**src/rtl/control_pkg.sv**
```systemverilog
// Shared RV32I main-decoder definitions: opcode constants, immediate-format
// encodings and the packed control vector.
package control_pkg;

   localparam int unsigned OPC_W = 7;
   localparam int unsigned IMM_W = 2;

   localparam logic [OPC_W-1:0] OP_RTYPE  = 7'b0110011;
   localparam logic [OPC_W-1:0] OP_ITYPE  = 7'b0010011;
   localparam logic [OPC_W-1:0] OP_LOAD   = 7'b0000011;
   localparam logic [OPC_W-1:0] OP_STORE  = 7'b0100011;
   localparam logic [OPC_W-1:0] OP_BRANCH = 7'b1100011;

   // 2'b11 is reserved and never produced by the decoder
   typedef enum logic [IMM_W-1:0] {
      IMM_I = 2'b00,
      IMM_S = 2'b01,
      IMM_B = 2'b10
   } imm_sel_e;

   typedef struct packed {
      logic     pcsrc;
      logic     enw;
      imm_sel_e immsel;
      logic     alusrc;
      logic     ramw;
      logic     wb;
      logic     ramr;
   } ctrl_t;

   localparam ctrl_t CTRL_NOP = '{
      pcsrc: 1'b0, enw: 1'b0, immsel: IMM_I, alusrc: 1'b0,
      ramw: 1'b0, wb: 1'b0, ramr: 1'b0
   };

endpackage : control_pkg

```
**src/rtl/control_if.sv**
```systemverilog
// Decoder-to-datapath bundle: instruction opcode and ALU zero flag in,
// registered control strobes out.
interface control_if;
   import control_pkg::*;

   logic [OPC_W-1:0] OPCode;
   logic             Zero;
   logic             PCsrc;
   logic             EnW;
   logic [IMM_W-1:0] IMMSel;
   logic             ALUsrc;
   logic             RAMW;
   logic             WB;
   logic             RAMR;

   modport master (
      output OPCode, Zero,
      input  PCsrc, EnW, IMMSel, ALUsrc, RAMW, WB, RAMR
   );

   modport slave (
      input  OPCode, Zero,
      output PCsrc, EnW, IMMSel, ALUsrc, RAMW, WB, RAMR
   );

endinterface : control_if

```
**src/rtl/control_decode.sv**
```systemverilog
// Combinational opcode/Zero to control-vector decode; unknown opcodes
// decode to an all-zero NOP vector.
module control_decode
   import control_pkg::*;
(
   input  logic [OPC_W-1:0] opcode_i,
   input  logic             zero_i,
   output ctrl_t            ctrl_c_o
);

   always_comb begin
      ctrl_c_o = CTRL_NOP;
      case (opcode_i)
         OP_RTYPE: begin
            ctrl_c_o.enw = 1'b1;
         end
         OP_ITYPE: begin
            ctrl_c_o.enw    = 1'b1;
            ctrl_c_o.alusrc = 1'b1;
         end
         OP_LOAD: begin
            ctrl_c_o.enw    = 1'b1;
            ctrl_c_o.alusrc = 1'b1;
            ctrl_c_o.wb     = 1'b1;
            ctrl_c_o.ramr   = 1'b1;
         end
         OP_STORE: begin
            ctrl_c_o.immsel = IMM_S;
            ctrl_c_o.alusrc = 1'b1;
            ctrl_c_o.ramw   = 1'b1;
         end
         // BEQ: branch taken only when the ALU compare says equal
         OP_BRANCH: begin
            ctrl_c_o.pcsrc  = zero_i;
            ctrl_c_o.immsel = IMM_B;
         end
         default: ;
      endcase
   end

endmodule : control_decode

```
**src/rtl/control.sv**
```systemverilog
// RV32I main decoder: combinational decode followed by one output register
// cleared by synchronous reset.
module control
   import control_pkg::*;
(
   input  logic      clk,
   input logic       reset,
   control_if.slave  ctl
);

   ctrl_t ctrl_d;
   ctrl_t ctrl_q;

   control_decode u_decode (
      .opcode_i (ctl.OPCode),
      .zero_i   (ctl.Zero),
      .ctrl_c_o (ctrl_d)
   );

   always_ff @(posedge clk) begin
      if (reset) begin
         ctrl_q <= CTRL_NOP;
      end else begin
         ctrl_q <= ctrl_d;
      end
   end

   assign ctl.PCsrc  = ctrl_q.pcsrc;
   assign ctl.EnW    = ctrl_q.enw;
   assign ctl.IMMSel = IMM_W'(ctrl_q.immsel);
   assign ctl.ALUsrc = ctrl_q.alusrc;
   assign ctl.RAMW   = ctrl_q.ramw;
   assign ctl.WB     = ctrl_q.wb;
   assign ctl.RAMR   = ctrl_q.ramr;

endmodule : control

```
**src/flat_wrapper.sv**
```systemverilog
// flat-port wrapper written by rule: the top's interface ports become plain ports
module control_flat import control_pkg::*;
  (clk, reset, ctl_OPCode, ctl_Zero, ctl_PCsrc, ctl_EnW, ctl_IMMSel, ctl_ALUsrc, ctl_RAMW, ctl_WB, ctl_RAMR);
  control_if ctl_i ();
  input  logic clk;
  input logic reset;
  input wire logic [$bits(ctl_i.OPCode)-1:0] ctl_OPCode;
  input wire logic [$bits(ctl_i.Zero)-1:0] ctl_Zero;
  output wire logic [$bits(ctl_i.PCsrc)-1:0] ctl_PCsrc;
  output wire logic [$bits(ctl_i.EnW)-1:0] ctl_EnW;
  output wire logic [$bits(ctl_i.IMMSel)-1:0] ctl_IMMSel;
  output wire logic [$bits(ctl_i.ALUsrc)-1:0] ctl_ALUsrc;
  output wire logic [$bits(ctl_i.RAMW)-1:0] ctl_RAMW;
  output wire logic [$bits(ctl_i.WB)-1:0] ctl_WB;
  output wire logic [$bits(ctl_i.RAMR)-1:0] ctl_RAMR;
  assign ctl_i.OPCode = ctl_OPCode;
  assign ctl_i.Zero = ctl_Zero;
  assign ctl_PCsrc = ctl_i.PCsrc;
  assign ctl_EnW = ctl_i.EnW;
  assign ctl_IMMSel = ctl_i.IMMSel;
  assign ctl_ALUsrc = ctl_i.ALUsrc;
  assign ctl_RAMW = ctl_i.RAMW;
  assign ctl_WB = ctl_i.WB;
  assign ctl_RAMR = ctl_i.RAMR;
  control u_core (.clk(clk), .reset(reset), .ctl(ctl_i));
endmodule
```
**config.mk**
```make
export PLATFORM = sky130hd
export DESIGN_NAME = control_flat
export DESIGN_NICKNAME = d
export VERILOG_FILES = /design/src/rtl/control_pkg.sv /design/src/rtl/control_if.sv /design/src/rtl/control_decode.sv /design/src/rtl/control.sv /design/src/flat_wrapper.sv
export SDC_FILE = /design/constraint.sdc
export NUM_CORES = 1
export LEC_CHECK = 0
export CORE_AREA = 10 10 47 49
export CTS_CLUSTER_SIZE = 8
export DETAILED_ROUTE_END_ITERATION = 16
export DIE_AREA = 0 0 57 59
export GPL_ROUTABILITY_DRIVEN = 1
export HOLD_SLACK_MARGIN = 0.1
export MAX_ROUTING_LAYER = met4
export PLACE_DENSITY = 0.55
export SLEW_MARGIN = 20
export SYNTH_ARGS = -nofsm -noshare
export SYNTH_HDL_FRONTEND = slang
export SYNTH_SLANG_ARGS = --single-unit
```
**constraint.sdc**
```tcl
create_clock -name clk -period 0.99 [get_ports clk]
set_clock_uncertainty 0.05 [all_clocks]
set_input_delay 0.2475 -clock clk [delete_from_list [all_inputs] [get_ports clk]]
set_output_delay 0.2475 -clock clk [all_outputs]
set_load 0.05 [all_outputs]
```
# --- Yosys cells after proc, flatten, opt, wreduce, memory -nomap -nowiden ---
# Index checks and enable logic that the tools add are counted.
totals:
  ff_bits: 8
  input_bits: 10
  out_inout_bits: 8
  word_cells: 21
classes:
  n_eq_ne: 5
  mux: 5
  n_bitwise: 1
  reduce_logical: 3
op_table:
  columns: ["operator", "n"]
  rows:
  - ["$eq 7x6->1 const B", 2]
  - ["$eq 7x2->1 const B", 1]
  - ["$eq 7x5->1 const B", 1]
  - ["$eq 7x7->1 const B", 1]
  - ["$reduce_or 3->1", 2]
  - ["$pmux 2 s2", 1]
  - ["$mux 1", 3]
  - ["$mux 2", 1]
  - ["$reduce_or 2->1", 1]
  - ["$not 1->1", 1]

# --- Logic depth before layout (Yosys ltp) ---
# Gate-level depths: netlist of run 1.
depth:
  word_depth: 3
  ltp_mapped: 3
  mapped_depth_nobuf: 2

# --- Modules after synthesis ---
# A second synthesis of run 1 with hierarchy kept.
unflattened:
  cells_unflattened: 27
  hier_area_um2: 315.3
modules_own_cells:
  columns: ["module", "n_inst", "cells_per_inst", "area_per_inst_um2", "seq_area_each_um2"]
  rows:
  - ["control", 1, 16, 210.2, 160.2]
  - ["control_decode", 1, 11, 105.1, 0.0]

# --- Worst setup path after synthesis of run 1 ---
# OpenSTA, ideal clock, no wires.
synth_path:
  path_kind: "register -> output"
  from: "register u_core.ctl.RAMR (netlist name)"
  to: "output port ctl_WB"
  arrival_ns: 0.894
  t_required_ns: 0.692
  slack_ns: -0.202
  stages_incl_launch_ff: 2
  n_path_buf: 1
  path_cell_list: "dfxtp_1 -> buf_4"
synth_lines:
  columns: ["element", "line_no", "rtl"]
  rows:
  - ["end: declaration", "flat_wrapper.sv:14", "output wire logic [$bits(ctl_i.WB)-1:0] ctl_WB;"]

# --- Final worst setup path of run 1 ---
layout_path:
  from: "register u_core.ctrl_q (netlist bit u_core.ctl.RAMR)"
  to: "output port ctl_RAMR"
layout_lines:
  columns: ["element", "line_no", "rtl"]
  rows:
  - ["start: declaration", "control.sv:12", "ctrl_t ctrl_q;"]
  - ["start signal: assignment", "control.sv:24", "ctrl_q <= ctrl_d;"]
  - ["end: declaration", "flat_wrapper.sv:15", "output wire logic [$bits(ctl_i.RAMR)-1:0] ctl_RAMR;"]
# No word-level cell between the ends.

==> results by stage, run 1 <==
Outcome:
- The flow ran to the end, but the final reports show violations.
- The checks that failed: setup timing.

Floorplan:
- The die height is 59 µm.
- The effective utilization at floorplan is 0.200.
- During I/O placement, the number of pins put on the boundary was 18.
- The die covers 3360 µm².
- The die extent in x is 57 µm.
- The placement row count is 14.
- The total area inside the core boundary comes to 1400 µm².

Finish:
- From synthesis to final layout, the design area changed by 120%.
- At the end of the flow, the number of nets in the layout was 54.
- Leaving out fill and tap cells, the most frequent cells in the layout are sky130_fd_sc_hd__buf_12 (8), sky130_fd_sc_hd__dlygate4sd2_1 (6), sky130_fd_sc_hd__dfxtp_2 (6), sky130_fd_sc_hd__nor3_1 (3), sky130_fd_sc_hd__clkbuf_4 (3).
- After routing the design area is 617 µm².
- The repair_antennas step left the layout with diodes totalling 0.
- The leading cell type in the layout, fill and taps excluded is sky130_fd_sc_hd__buf_12.
- In the final layout, the share of cells above drive strength 1 is 0.651.
- The finished layout holds 59 standard cells, fillers aside.

Global route:
- The total global routing overflow is 0.
- The via count of the first global-routing pass was 294.
- In the global route stage, overall resource usage came out at 0.0564.
- Entering global routing, the biggest net connects 8 pins.
- The initial antenna violation count was 0.
- The first global-routing pass estimated 1370 µm of wire.

Clock network:
- In this run, post-CTS hold repair placed 0 buffers.
- Counting along the longest clock path gives a buffer depth of 2.
- After clock tree synthesis, the clock-pin slew on the worst setup and hold paths is 0.05 ns.
- Counting every sink on the clock net gives 7.
- CTS built an H-tree with a depth of 1.
- The post-CTS setup buffer count is 0.
- Clock tree synthesis selected as its root buffer the cell sky130_fd_sc_hd__clkbuf_4.
- The CTS tree is done.
- The number of buffers created by CTS is 3.

Setup path:
- The endpoint kind of the worst setup timing path is an output pin.
- The longest individual stage delay on the worst path is 0.37 ns.
- At the worst endpoint, the arrival time is 0.75 ns.
- Among all stages on the critical path, the largest delay is contributed by sky130_fd_sc_hd__dfxtp_4.
- The combined buffer and inverter count along the critical path is 1.
- The data required time of the worst path is 0.69 ns.
- The signal on the critical path passes through buf_12.
- The cell family with the largest share of critical-path delay is flip-flops.
- The critical path is of the reg -> out type.
- Along the worst path, the maximum fanout reaches 2.
- The type of element launching the critical path is a flip-flop.

Timing:
- The final worst-path setup slack is -0.0561 ns.
- Dividing the final minimum period by the clock period gives 1.06.
- Setup repair after global routing could not meet its margin everywhere.
- The highest clock frequency the design can meet is 956 MHz.
- The final hold violation count was 0.
- Setup violations remaining at the end of the flow were counted as 8.
- Hold is met by 0.267 ns.
- Subtracting the final worst setup slack from the clock period gives 1.05 ns.
- The count of pins over their slew limit is 0.
- Headroom to the max-slew limit came out at 0.876.
- For the pin with the worst max-slew slack, the measured transition is 0.184 ns.

Placement:
- The routability congestion estimate from global placement is 0.719.
- The count of buffers added on input and output ports is 17.
- Including well taps, the total number of placed cells is 55.
- The post-placement cell area is 558 µm².

Route:
- In this run the remaining antenna-violating nets after routing total 0.
- In this run, the number of DRC markers left after iteration 0 of detailed routing was 0.
- Detailed routing inserted a total of 251 vias.
- The final layout contains routed wiring with a total length of 761 µm.
- The DRC violations left is 0.
- The detailed-route vias per instance is 4.25.
- The final routed wire length divided by cell count is 12.9 µm.
- For this run, the detailed router's first-pass iteration total came to 1.

Synth:
- Of the total synthesized cell area, the portion taken by full adders, half adders and majority gates is 0.
- The complex-gate fraction of the synthesized area came to 0.0446.
- The area of the mapped netlist is 280 µm².
- The mean post-synth cell area is 13.3 µm².
- The number of nets in the synthesized netlist is 31.
- In the synthesized netlist, the number of instances is 21.
- The combinational family with the most area after synthesis is simple AND/OR/NAND/NOR gates.
- The synthesized design contains 7 register bits.
- Of the total synthesized cell area, the portion taken by XOR and XNOR cells is 0.
- For this run, the register share of the synthesized area comes to 0.500.
- The post-synthesis mux area share is 0.
- Of the total synthesized cell area, the portion taken by AND, OR, NAND and NOR gates is 0.375.
- The count of yosys warnings during synthesis is 0.
- The count of cell types in the netlist is 12.

Power and ir drop:
- The final total power is 631 µW.
- The power density over the cells is 1020 nW/µm².
- The worst-case IR drop observed on VDD is 498 µV.
- Summed over all cells, the static leakage comes to 0.000253 µW.

Min path:
- The worst min-delay path category is in -> reg.

Run:
- The reported max-cap violation count is 0.
[repair_timing]
item                       4_1_cts  5_1_grt
pin swaps                        7        0
resized for setup               15        4
setup endpoints to repair       15       14
[stage by stage]
| step | utilization | worst slack, ns | TNS, ns |
|---|---|---|---|
| after global placement | 0.398 | -0.402 | -2.63 |
| after floorplan | - | 0.0323 | 0 |
| after CTS | 0.430 | -0.0730 | -0.401 |
| after detailed placement | 0.398 | -0.433 | -2.77 |
| after global routing | 0.440 | -0.0886 | -0.540 |
| final | 0.440 | -0.0561 | -0.264 |
[state kept, by name (all words and copies together), names as in the netlist]
signal / count
u_core.ctl.EnW: 1
u_core.ctl.IMMSel: 2
u_core.ctl.ALUsrc: 1
u_core.ctl.RAMR: 1
u_core.ctl.PCsrc: 1
u_core.ctl.RAMW: 1
[per-layer routing]
layer  global-route usage  part of all wire  up-vias  wire length [µm]
li1                     -                 -      119                 -
met1               0.0569              0.43      117               327
met2               0.0775              0.46       15               349
met3               0.0429              0.11        0                84
met4               0.0302                 0        0                 0
met5                    -                 0        -                 0
[power by group]
group / switching, µW / internal (µW)
logic: 38.9 / 50.5
registers: 1.14 / 281
clock network: 105 / 154
[final timing paths]
kind | start | end | slack, ns | depth (start not counted)
worst max-delay path | u_core.ctl.RAMR | ctl_RAMR | -0.06 | 1
worst min-delay path | ctl_OPCode[4] | u_core.ctl.RAMR | 0.27 | 3
[cell usage after synthesis]
master	count	share of area
sky130_fd_sc_hd__buf_4	1	0.027
sky130_fd_sc_hd__nor3_1	3	0.054
sky130_fd_sc_hd__nand4bb_2	1	0.058
sky130_fd_sc_hd__nand2b_2	1	0.031
sky130_fd_sc_hd__buf_6	1	0.040
sky130_fd_sc_hd__nor4_4	2	0.15
sky130_fd_sc_hd__nand4b_1	1	0.031
sky130_fd_sc_hd__a211oi_2	1	0.045
sky130_fd_sc_hd__dfxtp_1	7	0.50
sky130_fd_sc_hd__or2_1	1	0.022
sky130_fd_sc_hd__inv_1	1	0.013
sky130_fd_sc_hd__nor3b_1	1	0.027
[final cells by class]
cell class	instances	area (µm²)
multi-input cells	11	141
repair buffers	20	274
well taps	16	20.0
clock buffers	4	26.3
flip-flops and latches	7	151
fillers	145	785
inverters	1	3.75
[cell families (layout without fill, tap and decap cells)]
kind of cell / count (synthesis) / after routing
compound gates: 1 / 1
simple gates: 10 / 10
buf+inv: 3 / 25
flops: 7 / 7
Power figures use the tool's default switching activity.
==> inputs of run 2 (changes only) <==
--- a/config.mk
+++ b/config.mk
@@ -12,7 +12,7 @@
 export GPL_ROUTABILITY_DRIVEN = 1
 export HOLD_SLACK_MARGIN = 0.1
 export MAX_ROUTING_LAYER = met4
-export PLACE_DENSITY = 0.55
+export PLACE_DENSITY = 0.53
 export SLEW_MARGIN = 20
 export SYNTH_ARGS = -nofsm -noshare
 export SYNTH_HDL_FRONTEND = slang
==> constraint.sdc (replaced) <==
create_clock -name clk -period 1.1 [get_ports clk]
set_clock_uncertainty 0.05 [all_clocks]
set_input_delay 0.275 -clock clk [delete_from_list [all_inputs] [get_ports clk]]
set_output_delay 0.275 -clock clk [all_outputs]
set_load 0.05 [all_outputs]
==> run 2 against run 1 <==
- worst setup slack better by 0.037 ns
- clock power down 12%
- critical path depth grew 2
- the run still ends with setup timing left
- largest cell class unchanged
- critical path type is now in -> reg
- non-clock buffer count shrank 1
- final area fell by 2.0%
==> results by stage, run 2 (same netlist as run 1, synthesis figures left out) <==
Timing:
- Setup violations remaining at the end of the flow were counted as 1.
- Summed over all failing endpoints, the final setup total negative slack is -0.0195 ns.
- The final hold violation count came to 0.
- The highest clock frequency the design can meet is 893 MHz.
- The transition time at the pin with the least slew margin is 0.215 ns.
- The count of pins over their slew limit is 0.
- The final worst-path setup slack is -0.0195 ns.
- Setup repair after global routing could not meet its margin everywhere.
- Counting I/O delays and the setup requirement, the final critical path takes 1.12 ns.
- The headroom to the max-slew limit is 0.856.
- Of the available clock period, the critical path in the final layout requires 1.02.

Floorplan:
- From bottom edge to top edge, the die measures 59 µm.
- The area of the core is 1400 µm².
- The effective utilization at floorplan is 0.200.
- The die area is 3360 µm².
- The number of top-level design ports is 18.
- The floorplan has 14 rows.
- The floorplan step set the die width to 57 µm.

Finish:
- In the final layout, the share of cells above drive strength 1 is 0.524.
- Leaving out fill and tap cells, the most frequent cell in the layout is sky130_fd_sc_hd__buf_12.
- The finished cells cover 604 µm².
- The register with the most flip-flops in the layout has 2 of them.
- The filler cell count in the final layout is 144.
- The final layout contains 53 nets.
- Leaving out fill and tap cells, the most frequent cells in the layout are sky130_fd_sc_hd__buf_12 (8), sky130_fd_sc_hd__clkdlybuf4s50_1 (5), sky130_fd_sc_hd__dfxtp_1 (5), sky130_fd_sc_hd__dlymetal6s2s_1 (4), sky130_fd_sc_hd__clkbuf_4 (3).
- The area growth from synthesis to layout is 116%.
- The count of inserted antenna diode cells is 0.

Power and ir drop:
- IR analysis of the VDD net gives a maximum drop of 374 µV.
- For this design the ratio of total power to cell area is 938 nW/µm².
- The final total power is 567 µW.
- In this run the static leakage power is 0.000248 µW.

Clock network:
- The maximum count of clock buffers along a single path is 2.
- The CTS tree is done.
- In this run, CTS created clock tree buffers numbering 3.
- In this run the number of H-tree levels came out at 1.
- The clock transition at the registers of the reported paths is 0.05 ns.
- Clock tree synthesis found a total of 7 sinks.
- The cell at the root of the clock tree is sky130_fd_sc_hd__clkbuf_4.

Min path:
- The min-delay analysis places its worst path in the category in -> reg.
- The end point of the worst hold path is u_core.ctl.RAMR.
- The startpoint of the most critical hold path is ctl_OPCode[3].
- The worst hold path passes through 3 cells.

Placement:
- The worst setup timing slack at the placement stage is -0.352 ns.
- The placed wire-length estimate after detailed placement is 631 µm.
- Routability-driven placement finished with a final weighted congestion of 0.652.
- In this run the cell area measured after placement is 548 µm².
- The number of I/O port buffers is 17.

Setup path:
- The signal on the critical path passes through clkdlybuf4s50_1 > nand4bb_4 > nor3b_1.
- The type of element launching the critical path is an input port.
- The slowest stage of the critical path belongs to the cell sky130_fd_sc_hd__clkdlybuf4s50_1.
- The largest single stage delay on the critical path is 0.41 ns.
- Data on the critical path arrives at its endpoint at 1.23 ns.
- The data required time of the worst path is 1.21 ns.
- The endpoint kind of the worst setup timing path is a flip-flop.
- The classification of the worst setup path is in -> reg.
- The largest driver fanout on the critical path is 5.

Route:
- Dividing the detail-routed wire length by the instance count gives 13.0 µm.
- The count of nets left with antenna violations once routing finished came out at 0.
- The total routed wirelength is 756 µm.
- The detailed-route vias per instance is 4.33.
- Before antenna repair, the detailed router went through 3 iterations.
- The total vias in the final route is 251.
- For this block, the initial DRC count from the detailed router was 3.
- After detailed routing, the number of remaining DRC violations is 0.

Global route:
- The global-route met2 utilization is 0.0744.
- The initial antenna violation count is 0.
- The met3 track utilization from global routing is 0.0172.
- The layer with the highest usage is met2.
- For met1 alone, demand over resource in global routing was 0.0414.
- Entering global routing, the biggest net connects 8 pins.
- For this run, the total global-route usage over all layers was measured as 0.0470.
- The first-pass GRT wire length is 1180 µm.
- The via count of the first global-routing pass is 285.
- Summed over all layers, the global routing overflow is 0.

Run:
- The tool flagged a number of max-cap violations equal to 0.

Outcome:
- The run finished, with violations left.
- The checks that failed: setup timing.
==> run 2: worst max-delay path by stage <==
| stage | startpoint | end | slack, ns | depth (start not counted) |
|---|---|---|---|---|
| floorplan | u_core.ctl.RAMR | ctl_WB | 0.06 | 1 |
| global placement | reset | u_core.ctl.PCsrc | -0.32 | 3 |
| detailed placement | reset | u_core.ctl.PCsrc | -0.35 | 3 |
| CTS | ctl_OPCode[3] | u_core.ctl.PCsrc | 0.0002 | 3 |
| global route | ctl_OPCode[2] | u_core.ctl.EnW | -0.06 | 3 |
| finish | ctl_OPCode[2] | u_core.ctl.EnW | -0.02 | 3 |
==> run 2: where the power goes <==
part	leakage, µW	switching [µW]	internal, µW	total, µW
logic	0.000176	34.1	47.3	81.4
clock network	0.0000150	91.0	138	229
registers	0.0000574	0.989	255	256
total	0.000248	126	441	567
==> run 2: layer usage <==
metal | vias up | part of all wire
met3 | 5 | 0.060
li1 | 118 | -
met5 | - | 0
met2 | 18 | 0.49
met1 | 110 | 0.40
met4 | 0 | 0.053
==> run 2: layout make-up <==
class                           instances  area [µm²]  share of cell area
Timing Repair Buffer                   19         275               0.455
Clock buffer                            4        26.3              0.0435
Tap cell                               16        20.0              0.0331
Inverter                                1        3.75             0.00621
Multi-Input combinational cell         11         136               0.226
Sequential cell                         7         143               0.236
==> run 2: timing repair <==
action / in CTS / in global routing
buffers inserted: 0 / 0
hold buffers: 0 / 0
endpoints found under the setup margin: 7 / 8
pin swaps: 1 / 3
resized for setup: 2 / 6
gates cloned: 0 / 0
==> run 2: through the flow <==
stage                     instances  hold WS (ns)   util
final                            58         0.342  0.431
after global routing             58         0.353  0.431
after CTS                        58         0.553  0.420
after detailed placement         54         0.674  0.391
after global placement           54         0.673  0.391
after floorplan                  21         0.289      -
==> run 2: worst max-delay path: cells and delay by family <==
family | cells | cell delay [ns]
buf+inv | 1 | 0.41
simple gates | 2 | 0.53
